[src/rtl/fcpu_pkg.sv]
// Shared CPU types: reorder-buffer station entry, commit classification and
// commit-unit FSM encoding.
package fcpu_pkg;

  localparam int RSV_ID_W   = 4;
  localparam int REG_ADDR_W = 5;
  localparam int DATA_W     = 32;
  localparam int OPCODE_W   = 4;

  localparam logic [OPCODE_W-1:0] OP_ADD    = 4'd0;
  localparam logic [OPCODE_W-1:0] OP_SUB    = 4'd1;
  localparam logic [OPCODE_W-1:0] OP_AND    = 4'd2;
  localparam logic [OPCODE_W-1:0] OP_OR     = 4'd3;
  localparam logic [OPCODE_W-1:0] OP_LOAD   = 4'd4;
  localparam logic [OPCODE_W-1:0] OP_STORE  = 4'd5;
  localparam logic [OPCODE_W-1:0] OP_BRANCH = 4'd6;
  localparam logic [OPCODE_W-1:0] OP_NOP    = 4'd7;
  localparam logic [OPCODE_W-1:0] OP_HALT   = 4'd15;

  typedef struct packed {
    logic [RSV_ID_W-1:0]   station_id;
    logic                  valid;
    logic                  ready;
    logic [REG_ADDR_W-1:0] dst_reg;
    logic [OPCODE_W-1:0]   opcode;
    logic [DATA_W-1:0]     content;
    logic                  invalidate;
  } station_t;

  typedef enum logic [1:0] {C_REG, C_STORE, C_NONE, C_HALT} commit_class_t;

  typedef enum logic [1:0] {RUN, STORE_WAIT, HALTED} cu_state_t;

  // Unlisted opcodes retire without architectural side effects.
  function automatic commit_class_t commit_class(input logic [OPCODE_W-1:0] op);
    commit_class_t c;
    case (op)
      OP_ADD, OP_SUB, OP_AND, OP_OR, OP_LOAD: c = C_REG;
      OP_STORE:                               c = C_STORE;
      OP_HALT:                                c = C_HALT;
      default:                                c = C_NONE;
    endcase
    return c;
  endfunction

endpackage

[src/rtl/commit_unit.sv]
// In-order commit stage: retires the ROB head, writes the register file,
// releases committed stores and latches halt.
module commit_unit
  import fcpu_pkg::*;
#(
  parameter int COMMIT_CNT_W = 32
) (
  input  logic                    clk,
  input  logic                    nrst,
  input  logic                    i_valid,
  input  station_t                i_commit_data,
  output logic                    i_ready,
  output logic                    o_reg_we,
  output logic [REG_ADDR_W-1:0]   o_reg_addr,
  output logic [DATA_W-1:0]       o_reg_data,
  output logic [RSV_ID_W-1:0]     o_reg_rsv_id,
  output logic                    o_store_valid,
  output logic [RSV_ID_W-1:0]     o_store_id,
  input  logic                    o_store_ready,
  output logic                    o_halt,
  output logic [COMMIT_CNT_W-1:0] o_commit_count
);

  cu_state_t               state_q;
  logic                    reg_we_q;
  logic [REG_ADDR_W-1:0]   reg_addr_q;
  logic [DATA_W-1:0]       reg_data_q;
  logic [RSV_ID_W-1:0]     reg_rsv_q;
  logic                    store_vld_q;
  logic [RSV_ID_W-1:0]     store_id_q;
  logic                    halt_q;
  logic [COMMIT_CNT_W-1:0] cnt_q;

  logic          commit;
  commit_class_t cls;
  logic          unused_ok;

  assign i_ready = (state_q == RUN);
  assign commit  = i_valid && i_ready && !i_commit_data.invalidate;
  assign cls     = commit_class(i_commit_data.opcode);

  // Entry valid/ready flags are already folded into i_valid by the ROB.
  assign unused_ok = &{1'b0, i_commit_data.valid, i_commit_data.ready};

  always_ff @(posedge clk or negedge nrst) begin
    if (!nrst) begin
      state_q     <= RUN;
      reg_we_q    <= 1'b0;
      reg_addr_q  <= '0;
      reg_data_q  <= '0;
      reg_rsv_q   <= '0;
      store_vld_q <= 1'b0;
      store_id_q  <= '0;
      halt_q      <= 1'b0;
      cnt_q       <= '0;
    end else begin
      reg_we_q <= 1'b0;
      case (state_q)
        RUN: begin
          if (commit) begin
            cnt_q <= cnt_q + COMMIT_CNT_W'(1);
            case (cls)
              C_REG: begin
                // r0 is hardwired; the entry still retires and counts
                if (i_commit_data.dst_reg != '0) begin
                  reg_we_q   <= 1'b1;
                  reg_addr_q <= i_commit_data.dst_reg;
                  reg_data_q <= i_commit_data.content;
                  reg_rsv_q  <= i_commit_data.station_id;
                end
              end
              C_STORE: begin
                state_q     <= STORE_WAIT;
                store_vld_q <= 1'b1;
                store_id_q  <= i_commit_data.station_id;
              end
              C_HALT: begin
                state_q <= HALTED;
                halt_q  <= 1'b1;
              end
              default: ;
            endcase
          end
        end
        STORE_WAIT: begin
          if (o_store_ready) begin
            state_q     <= RUN;
            store_vld_q <= 1'b0;
          end
        end
        HALTED: ;
        default: state_q <= RUN;
      endcase
    end
  end

  assign o_reg_we       = reg_we_q;
  assign o_reg_addr     = reg_addr_q;
  assign o_reg_data     = reg_data_q;
  assign o_reg_rsv_id   = reg_rsv_q;
  assign o_store_valid  = store_vld_q;
  assign o_store_id     = store_id_q;
  assign o_halt         = halt_q;
  assign o_commit_count = cnt_q;

endmodule

[config.mk]
export PLATFORM = sky130hd
export DESIGN_NAME = commit_unit
export DESIGN_NICKNAME = d
export VERILOG_FILES = /design/src/rtl/fcpu_pkg.sv /design/src/rtl/commit_unit.sv
export SDC_FILE = /design/constraint.sdc
export NUM_CORES = 1
export LEC_CHECK = 0
export ABC_AREA = 1
export BUFFER_PORTS_ARGS = -buffer_cell sky130_fd_sc_hd__buf_2
export CORE_ASPECT_RATIO = 0.6
export CORE_MARGIN = 4
export CORE_UTILIZATION = 54
export DETAILED_ROUTE_END_ITERATION = 16
export PLACE_DENSITY = 0.95
export SKIP_LAST_GASP = 1
export SLEW_MARGIN = 20
export SYNTH_ARGS = -nofsm -noshare
export SYNTH_HDL_FRONTEND = slang
export SYNTH_SLANG_ARGS = --single-unit
[constraint.sdc]
create_clock -name clk -period 2.3 [get_ports clk]
set_input_delay 0.23 -clock clk [delete_from_list [all_inputs] [get_ports clk]]
set_output_delay 0.23 -clock clk [all_outputs]
set_load 0.02 [all_outputs]
==> results of run 1 <==
==> layout by cell type, fill, tap and decap left out <==
cell and count:
sky130_fd_sc_hd__buf_4 1, sky130_fd_sc_hd__nor2_4 4, sky130_fd_sc_hd__clkbuf_1 1, sky130_fd_sc_hd__clkinv_2 1, sky130_fd_sc_hd__clkbuf_16 9, sky130_fd_sc_hd__o21ai_1 1
sky130_fd_sc_hd__a21o_1 1, sky130_fd_sc_hd__and2_1 1, sky130_fd_sc_hd__o21ai_0 13, sky130_fd_sc_hd__xor2_1 9, sky130_fd_sc_hd__nand2_1 202, sky130_fd_sc_hd__ha_1 1
sky130_fd_sc_hd__bufinv_16 3, sky130_fd_sc_hd__nand2_4 1, sky130_fd_sc_hd__nor3_1 5, sky130_fd_sc_hd__dlygate4sd3_1 1, sky130_fd_sc_hd__nor2_2 5, sky130_fd_sc_hd__nand3_1 17
sky130_fd_sc_hd__buf_2 129, sky130_fd_sc_hd__nand3b_1 5, sky130_fd_sc_hd__nor2_1 32, sky130_fd_sc_hd__inv_1 47, sky130_fd_sc_hd__nand4_1 15, sky130_fd_sc_hd__clkinvlp_4 2
sky130_fd_sc_hd__a21oi_1 1, sky130_fd_sc_hd__buf_6 1, sky130_fd_sc_hd__xnor2_1 8, sky130_fd_sc_hd__nand2_2 2, sky130_fd_sc_hd__inv_6 1, sky130_fd_sc_hd__dfrtp_1 82
==> through the flow <==
| step | instance area, um2 | power [W] | utilization (%) |
|---|---|---|---|
| global placement | 4470 | 0.00182 | 66.4 |
| CTS | 4820 | 0.00347 | 71.5 |
| detailed placement | 4470 | 0.00183 | 66.4 |
| floorplan | 3780 | 0.00168 | - |
| finish | 4830 | 0.00344 | 71.7 |
| global route | 4830 | 0.00359 | 71.7 |
==> routing by layer <==
metal / wire (um) / part of all wire (%) / track usage [%] / vias up
li1: - / - / - / 1696
met1: 4380 / 43 / 35.0 / 1649
met2: 4660 / 46 / 40.1 / 175
met3: 954 / 9.4 / 6.30 / 11
met4: 115 / 1.1 / 6.95 / 0
met5: 0 / 0 / 0 / -
==> worst max-delay path, cell delays in order, from the launching register on <==
cell and delay [ns]:
sky130_fd_sc_hd__dfrtp_1 0.44, sky130_fd_sc_hd__nor2_4 0.08, sky130_fd_sc_hd__nand2_4 0.13, sky130_fd_sc_hd__nor2_1 0.08, sky130_fd_sc_hd__nand2_2 0.28, sky130_fd_sc_hd__clkinv_2 0.47, sky130_fd_sc_hd__nand2_1 0.20, sky130_fd_sc_hd__nand2_1 0.09
==> cell families after synthesis <==
logic type	count (synthesis)	synth area share, %
simple gates	289	32.5
flops	82	54.3
buf+inv	56	6.73
xor+xnor	17	3.94
compound gates	16	2.19
fa+ha+maj	1	0.331
==> path summary, 6_finish.rpt <==
check / end / slack [ns]
max in group asynchronous: o_commit_count[24] / 1.30
worst max-delay path: o_reg_data[15] / 0.37
min in group asynchronous: o_reg_data[11] / 0.50
worst max register to register: o_reg_data[15] / 0.37
worst min register to register: o_store_valid / 0.46
worst min-delay path: o_reg_data[24] / 0.09
==> where the power goes <==
group,internal [W],switching (W)
registers,0.00149,0.0000338
clock network,0.00106,0.000567
logic,0.0000985,0.000182
total,0.00265,0.000783
==> registers in the layout (all words and copies together), names as in the netlist <==
register and cells:
o_store_valid 1, o_reg_addr 5, o_reg_we 1, state_q 2
o_store_id 4, o_reg_data 32, o_commit_count 32, o_halt 1
o_reg_rsv_id 4
==> area by class of cell <==
cell class / count / share of cell area, %
Clock buffer: 10 / 4.74
Clock inverter: 6 / 2.36
Inverter: 48 / 3.76
Multi-Input combinational cell: 323 / 30.4
Sequential cell: 82 / 42.5
Tap cell: 87 / 2.25
Timing Repair Buffer: 132 / 14.0
==> timing repair <==
item	4_1_cts	5_1_grt
hold buffers	0	1
hold endpoints to repair	0	37
endpoints found under the setup margin	0	0
==> impl_results.html, run 1 <==
<table>
<tr><th>Metric</th><th>Value</th></tr>
<tr><th colspan="2">Run status</th></tr>
<tr><td>Status</td><td>completed</td></tr>
<tr><th colspan="2">Timing</th></tr>
<tr><td>Max-slew violations</td><td>0</td></tr>
<tr><td>Final critical delay including setup and external delays</td><td>1.93 ns</td></tr>
<tr><td>Final setup slack of the worst path</td><td>0.373 ns</td></tr>
<tr><td>Tightest Pin Transition</td><td>0.724 ns</td></tr>
<tr><td>Headroom to the max-slew limit</td><td>between 50 and 60%</td></tr>
<tr><td># setup viols final</td><td>0</td></tr>
<tr><td>Share of the clock period used by the worst path after layout</td><td>around 84%</td></tr>
<tr><td>Setup repair after global routing missed its margin</td><td>no</td></tr>
<tr><td>Tightest hold margin</td><td>0.0937 ns</td></tr>
<tr><td>Maximum clock frequency</td><td>519 MHz</td></tr>
<tr><td>Final count of hold timing violations</td><td>0</td></tr>
<tr><td>Accumulated negative setup slack</td><td>0 ns</td></tr>
<tr><td>Clk_skew</td><td>between 0.002 and 0.003 ns</td></tr>
<tr><th colspan="2">Cells and area</th></tr>
<tr><td>FILL cells</td><td>between 500 and 600</td></tr>
<tr><td>Signed area change from the synthesized netlist to the final layout</td><td>27.9%</td></tr>
<tr><td>Finished Layout Cells</td><td>688</td></tr>
<tr><td>Fraction of layout cells with a size suffix above 1</td><td>26.5%</td></tr>
<tr><td>FF/Latch Area</td><td>2050 um2</td></tr>
<tr><td>Number of nets in the finished design</td><td>649</td></tr>
<tr><td>Multi-input gate area in the final layout</td><td>between 1000 and 1500 um2</td></tr>
<tr><td>Number of diodes</td><td>0</td></tr>
<tr><th colspan="2">Placement</th></tr>
<tr><td>Weighted congestion at the end of routability-driven global placement</td><td>approximately 0.91</td></tr>
<tr><td>Dpl hpwl</td><td>around 7500 um</td></tr>
<tr><td>Count of buffers from port buffering</td><td>130</td></tr>
<tr><td>Cell Count Post-Placement</td><td>approximately 670</td></tr>
<tr><td>Pre-CTS setup slack</td><td>approximately 0.21 ns</td></tr>
<tr><th colspan="2">Min path</th></tr>
<tr><td>Worst hold path depth</td><td>3</td></tr>
<tr><td>Worst hold path class</td><td>in -&gt; reg</td></tr>
<tr><td>Hold path start</td><td>i_commit_data[25]</td></tr>
<tr><th colspan="2">Logic synthesis</th></tr>
<tr><td>Sequential cell area fraction in the yosys report</td><td>a little over half</td></tr>
<tr><td>Netlist area before placement</td><td>between 3000 and 4000 um2</td></tr>
<tr><td>Share of the synthesized area in the top cell type</td><td>a little over half</td></tr>
<tr><td>Fraction of registers with async set or reset after synthesis</td><td>100%</td></tr>
<tr><td>Top area cells in the synthesized netlist</td><td>sky130_fd_sc_hd__dfrtp_1 54%, sky130_fd_sc_hd__nand2_1 20%, sky130_fd_sc_hd__inv_1 4.7%</td></tr>
<tr><td>Average footprint of a synthesized cell</td><td>about 8 um2</td></tr>
<tr><td>Number of distinct library cells after synthesis</td><td>24</td></tr>
<tr><td>Largest area contributor in the netlist</td><td>sky130_fd_sc_hd__dfrtp_1</td></tr>
<tr><td>Number of enable flip-flop cells after synthesis</td><td>0</td></tr>
<tr><td>Yosys Warn Count</td><td>0</td></tr>
<tr><td>Gate Count Post-Synth</td><td>~460</td></tr>
<tr><td>Library cell with the highest instance count after synthesis</td><td>sky130_fd_sc_hd__nand2_1</td></tr>
<tr><td>Top post-synthesis cells by count</td><td>202 x sky130_fd_sc_hd__nand2_1, 82 x sky130_fd_sc_hd__dfrtp_1, 47 x sky130_fd_sc_hd__inv_1</td></tr>
<tr><td>Post-Syn Nets</td><td>a little over 500</td></tr>
<tr><td>Post-synthesis sequential element count</td><td>between 80 and 90</td></tr>
<tr><td>Top FF cell, synth</td><td>sky130_fd_sc_hd__dfrtp_1</td></tr>
<tr><th colspan="2">Die</th></tr>
<tr><td>Area inside the core boundary</td><td>between 6000 and 7000 um2</td></tr>
<tr><td>Number of placement rows</td><td>23</td></tr>
<tr><td>Die height</td><td>between 70 and 80 um</td></tr>
<tr><td>X dimension of the die</td><td>116 um</td></tr>
<tr><td>Starting density of the core</td><td>between 50% and 60%</td></tr>
<tr><td>Number of ports placed on the die boundary</td><td>approximately 130</td></tr>
<tr><td>Die Footprint</td><td>roughly 8400 um2</td></tr>
<tr><th colspan="2">Drt</th></tr>
<tr><td>Via-to-Cell Ratio</td><td>roughly 5.1</td></tr>
<tr><td>Final wirelength</td><td>roughly 10000 um</td></tr>
<tr><td>Via Count</td><td>around 3.5k</td></tr>
<tr><td>Number of optimization iterations in the first detailed-route pass</td><td>5</td></tr>
<tr><td>Wirelength per Cell</td><td>14.7 um</td></tr>
<tr><td>Total DRC errors in the routed layout</td><td>0</td></tr>
<tr><td>Number of nets with antenna violations after detailed routing</td><td>0</td></tr>
<tr><td>Initial DRC Count</td><td>between 300 and 400</td></tr>
<tr><th colspan="2">Setup path</th></tr>
<tr><td>Critical setup path kind</td><td>reg -&gt; reg</td></tr>
<tr><td>Data arrival time of the critical path</td><td>approximately 2.1 ns</td></tr>
<tr><td>Critical Path Source</td><td>state_q[0]</td></tr>
<tr><td>Crit path capture type</td><td>register</td></tr>
<tr><td>Reg-to-Reg Start</td><td>state_q[0]</td></tr>
<tr><td>Largest fanout on the critical path</td><td>36</td></tr>
<tr><td>Worst endpoint required time</td><td>2.51 ns</td></tr>
<tr><td>Critical path startpoint category</td><td>register</td></tr>
<tr><td>R2r worst-path depth</td><td>7</td></tr>
<tr><th colspan="2">Clock tree</th></tr>
<tr><td>Cell at the root of the clock tree</td><td>sky130_fd_sc_hd__clkbuf_16</td></tr>
<tr><td>TritonCTS sink count</td><td>slightly above 80</td></tr>
<tr><td>CTS H-tree depth</td><td>3</td></tr>
<tr><td>CTS Buffer Depth</td><td>2</td></tr>
<tr><td>Clock transition time at the flip-flop clock pins of the worst setup and hold paths</td><td>~0.06 ns</td></tr>
<tr><td>Later-pin clock latency in the skew report</td><td>approximately 0.33 ns</td></tr>
<tr><td>PostCTS Resize Cnt</td><td>0</td></tr>
<tr><td>Clock tree from TritonCTS</td><td>built</td></tr>
<tr><td>Postcts setup bufs</td><td>0</td></tr>
<tr><td>Num CTS Buffers</td><td>9</td></tr>
<tr><th colspan="2">GRT</th></tr>
<tr><td>Total gr overflow</td><td>0</td></tr>
<tr><td>Maximum number of pins on one net before global-route repair</td><td>83</td></tr>
<tr><td>Vias in the first global route</td><td>between 3k and 4k</td></tr>
<tr><td>Antenna violations before repair</td><td>0</td></tr>
<tr><td>Wire length of the first global-routing pass</td><td>roughly 17000 um</td></tr>
<tr><td>Total track usage</td><td>25.2%</td></tr>
<tr><th colspan="2">Power and ir drop</th></tr>
<tr><td>Leakage power</td><td>approximately 2.8 nW</td></tr>
<tr><td>Power density of the placed cells</td><td>a little over 700 nW/um2</td></tr>
<tr><td>Worst ir drop on vdd</td><td>approximately 0.55 mV</td></tr>
<tr><th colspan="2">Job</th></tr>
<tr><td>Max-capacitance violation count</td><td>0</td></tr>
</table>
No activity file was read; power rests on OpenSTA's default activity.
==> inputs of run 2 (changes only) <==
Settings changed: CORE_UTILIZATION 54 to 45, PLACE_DENSITY 0.95 to 0.86.
Clock period 2.3 ns to 1.6 ns, I/O delays scaled along.
==> impl_results.html, run 2 (same netlist as run 1, synthesis figures left out) <==
<table>
<tr><th>Metric</th><th>Value</th></tr>
<tr><th colspan="2">Setup path</th></tr>
<tr><td>Family with the most delay on the worst path</td><td>simple AND/OR/NAND/NOR gates</td></tr>
<tr><td>Worst path bufs/invs</td><td>1</td></tr>
<tr><td>Critical setup path kind</td><td>reg -&gt; reg</td></tr>
<tr><td>Crit path cell chain</td><td>nor2_4 &gt; nand2_4 &gt; buf_4 &gt; nor2_4 &gt; nand2_1 &gt; o21ai_1 &gt; nand2_1</td></tr>
<tr><td>Critical path startpoint category</td><td>register</td></tr>
<tr><td>Library cell contributing the largest single delay on the critical path</td><td>sky130_fd_sc_hd__dfrtp_1</td></tr>
<tr><td>Maximum single-stage delay on the critical path</td><td>0.44 ns</td></tr>
<tr><td>Data arrival time of the critical path</td><td>1.72 ns</td></tr>
<tr><td>Crit path capture type</td><td>register</td></tr>
<tr><td>Largest fanout on the critical path</td><td>7</td></tr>
<tr><td>Worst endpoint required time</td><td>approximately 1.8 ns</td></tr>
<tr><th colspan="2">Die</th></tr>
<tr><td>X dimension of the die</td><td>approximately 130 um</td></tr>
<tr><td>Number of placement rows</td><td>25</td></tr>
<tr><td>Die Footprint</td><td>approximately 10000 um2</td></tr>
<tr><td>Area inside the core boundary</td><td>approximately 8000 um2</td></tr>
<tr><td>Starting density of the core</td><td>between 40% and 50%</td></tr>
<tr><td>Die height</td><td>between 70 and 80 um</td></tr>
<tr><td>Number of ports placed on the die boundary</td><td>133</td></tr>
<tr><th colspan="2">Drt</th></tr>
<tr><td>Via-to-Cell Ratio</td><td>approximately 4.8</td></tr>
<tr><td>Number of nets with antenna violations after detailed routing</td><td>0</td></tr>
<tr><td>Final wirelength</td><td>9820 um</td></tr>
<tr><td>Initial DRC Count</td><td>~380</td></tr>
<tr><td>Via Count</td><td>about 3.5k</td></tr>
<tr><td>Number of optimization iterations in the first detailed-route pass</td><td>5</td></tr>
<tr><td>Wirelength per Cell</td><td>approximately 14 um</td></tr>
<tr><td>Total DRC errors in the routed layout</td><td>0</td></tr>
<tr><th colspan="2">Placement</th></tr>
<tr><td>Dpl hpwl</td><td>7520 um</td></tr>
<tr><td>Count of buffers from port buffering</td><td>130</td></tr>
<tr><td>Instance area at placement</td><td>4560 um2</td></tr>
<tr><td>Weighted congestion at the end of routability-driven global placement</td><td>roughly 0.9</td></tr>
<tr><th colspan="2">Timing</th></tr>
<tr><td>Setup repair after global routing missed its margin</td><td>yes</td></tr>
<tr><td>Headroom to the max-slew limit</td><td>about 75%</td></tr>
<tr><td>Final count of hold timing violations</td><td>0</td></tr>
<tr><td>Final critical delay including setup and external delays</td><td>1.51 ns</td></tr>
<tr><td># setup viols final</td><td>0</td></tr>
<tr><td>Tightest hold margin</td><td>~0.011 ns</td></tr>
<tr><td>Clk_skew</td><td>around 0.0084 ns</td></tr>
<tr><td>Max-slew violations</td><td>0</td></tr>
<tr><td>Tightest Pin Transition</td><td>0.371 ns</td></tr>
<tr><td>Maximum clock frequency</td><td>about 660 MHz</td></tr>
<tr><td>Share of the clock period used by the worst path after layout</td><td>~94%</td></tr>
<tr><th colspan="2">Power and ir drop</th></tr>
<tr><td>Worst ir drop on vdd</td><td>between 0.6 and 0.7 mV</td></tr>
<tr><td>Fraction of power consumed by sequential logic</td><td>a little under half</td></tr>
<tr><td>Clock share of power</td><td>roughly 45%</td></tr>
<tr><td>Final Total Pwr</td><td>around 0.0047 W</td></tr>
<tr><td>Comb power frac</td><td>roughly 8.7%</td></tr>
<tr><td>Leakage power</td><td>2.88 nW</td></tr>
<tr><td>Sw frac</td><td>24.5%</td></tr>
<tr><td>Internal power component</td><td>0.00357 W</td></tr>
<tr><td>Switching power total</td><td>0.00116 W</td></tr>
<tr><td>Power density of the placed cells</td><td>959 nW/um2</td></tr>
<tr><th colspan="2">GRT</th></tr>
<tr><td>Total gr overflow</td><td>0</td></tr>
<tr><td>Vias in the first global route</td><td>~3.4k</td></tr>
<tr><td>Total track usage</td><td>approximately 20%</td></tr>
<tr><td>Maximum number of pins on one net before global-route repair</td><td>38</td></tr>
<tr><td>Wire length of the first global-routing pass</td><td>16300 um</td></tr>
<tr><td>Antenna violations before repair</td><td>0</td></tr>
<tr><th colspan="2">Cells and area</th></tr>
<tr><td>Utilization after layout</td><td>between 60% and 70%</td></tr>
<tr><td>Signed area change from the synthesized netlist to the final layout</td><td>30.5%</td></tr>
<tr><td>Highest-count cells in the layout ignoring fill and taps</td><td>200 x sky130_fd_sc_hd__nand2_1, 129 x sky130_fd_sc_hd__buf_2, 81 x sky130_fd_sc_hd__dfrtp_1</td></tr>
<tr><td>Most frequent standard cell in the layout excluding fill and tap cells</td><td>sky130_fd_sc_hd__nand2_1</td></tr>
<tr><td>Post-layout instance area</td><td>around 5000 um2</td></tr>
<tr><td>Fraction of layout cells with a size suffix above 1</td><td>a little under 30%</td></tr>
<tr><td>Number of nets in the finished design</td><td>659</td></tr>
<tr><td>FILL cells</td><td>between 700 and 800</td></tr>
<tr><td>Number of diodes</td><td>0</td></tr>
<tr><th colspan="2">Clock tree</th></tr>
<tr><td>TritonCTS sink count</td><td>82</td></tr>
<tr><td>Later-pin clock latency in the skew report</td><td>0.34 ns</td></tr>
<tr><td>Clock tree from TritonCTS</td><td>built</td></tr>
<tr><td>Cell at the root of the clock tree</td><td>sky130_fd_sc_hd__clkbuf_16</td></tr>
<tr><td>CTS Buffer Depth</td><td>2</td></tr>
<tr><td>Clock transition time at the flip-flop clock pins of the worst setup and hold paths</td><td>roughly 0.06 ns</td></tr>
<tr><td>Num CTS Buffers</td><td>9</td></tr>
<tr><td>CTS H-tree depth</td><td>3</td></tr>
<tr><th colspan="2">Run status</th></tr>
<tr><td>Status</td><td>completed</td></tr>
<tr><th colspan="2">Job</th></tr>
<tr><td>Max-capacitance violation count</td><td>0</td></tr>
<tr><th colspan="2">Min path</th></tr>
<tr><td>Worst hold path class</td><td>in -&gt; reg</td></tr>
</table>
run 2: what timing repair did:
| action | 4_1_cts | 5_1_grt |
|---|---|---|
| endpoints found under the setup margin | 0 | 46 |
| gates resized for setup | 0 | 9 |
| buffers inserted | 0 | 3 |
| hold buffers | 1 | 0 |
| hold endpoints to repair | 24 | 0 |
run 2: worst reg2reg max path, stage by stage (launching register included):
cell and delay, ns:
sky130_fd_sc_hd__dfrtp_1 0.44, sky130_fd_sc_hd__nor2_4 0.17, sky130_fd_sc_hd__nand2_4 0.06, sky130_fd_sc_hd__buf_4 0.17
sky130_fd_sc_hd__nor2_4 0.19, sky130_fd_sc_hd__nand2_1 0.11, sky130_fd_sc_hd__o21ai_1 0.16, sky130_fd_sc_hd__nand2_1 0.08
run 2: cell type report:
class / count / area (um2) / share of cell area, %
clock buffers: 10 / 239 / 4.85
multi-input cells: 323 / 1490 / 30.2
clock inverters: 6 / 72.6 / 1.47
well taps: 108 / 135 / 2.74
inverters: 48 / 183 / 3.71
flip-flops and latches: 82 / 2050 / 41.7
repair buffers: 142 / 758 / 15.4
run 2: stage by stage:
stage / instances / setup TNS, ns / setup WS, ns
2_1_floorplan: 461 / 0 / 0.132
3_3_place_gp: 699 / 0 / 0.112
3_5_place_dp: 699 / 0 / 0.0202
4_1_cts: 716 / 0 / 0.00427
5_1_grt: 719 / -0.0209 / -0.0119
6_report: 719 / 0 / 0.0908
run 2: worst paths after layout:
path	from	end	slack, ns	cells after the start
worst max-delay path	state_q[0]	o_commit_count[21]	0.09	7
worst min-delay path	i_commit_data[8]	o_reg_data[7]	0.01	3
worst max register to register	state_q[0]	o_commit_count[21]	0.09	7
worst min register to register	o_halt	o_halt	0.47	2
max in group asynchronous	nrst	o_reg_data[24]	0.72	3
min in group asynchronous	nrst	o_commit_count[7]	0.29	2
run 2: power groups by stage:
stage               Combinational, W  Sequential [W]  Clock [W]
global placement            0.000403         0.00222          0
detailed placement          0.000414         0.00223          0
floorplan                   0.000102         0.00231          0
global route                0.000459         0.00220    0.00226
finish                      0.000411         0.00219    0.00212
CTS                         0.000417         0.00219    0.00218
run 2: per-layer routing:
metal	GRT usage [%]	vias to the layer above	part of all wire [%]
li1	-	1717	-
met3	7.86	10	9.9
met5	0	-	0
met2	31.0	146	44
met1	28.2	1600	45
met4	4.39	0	0.89
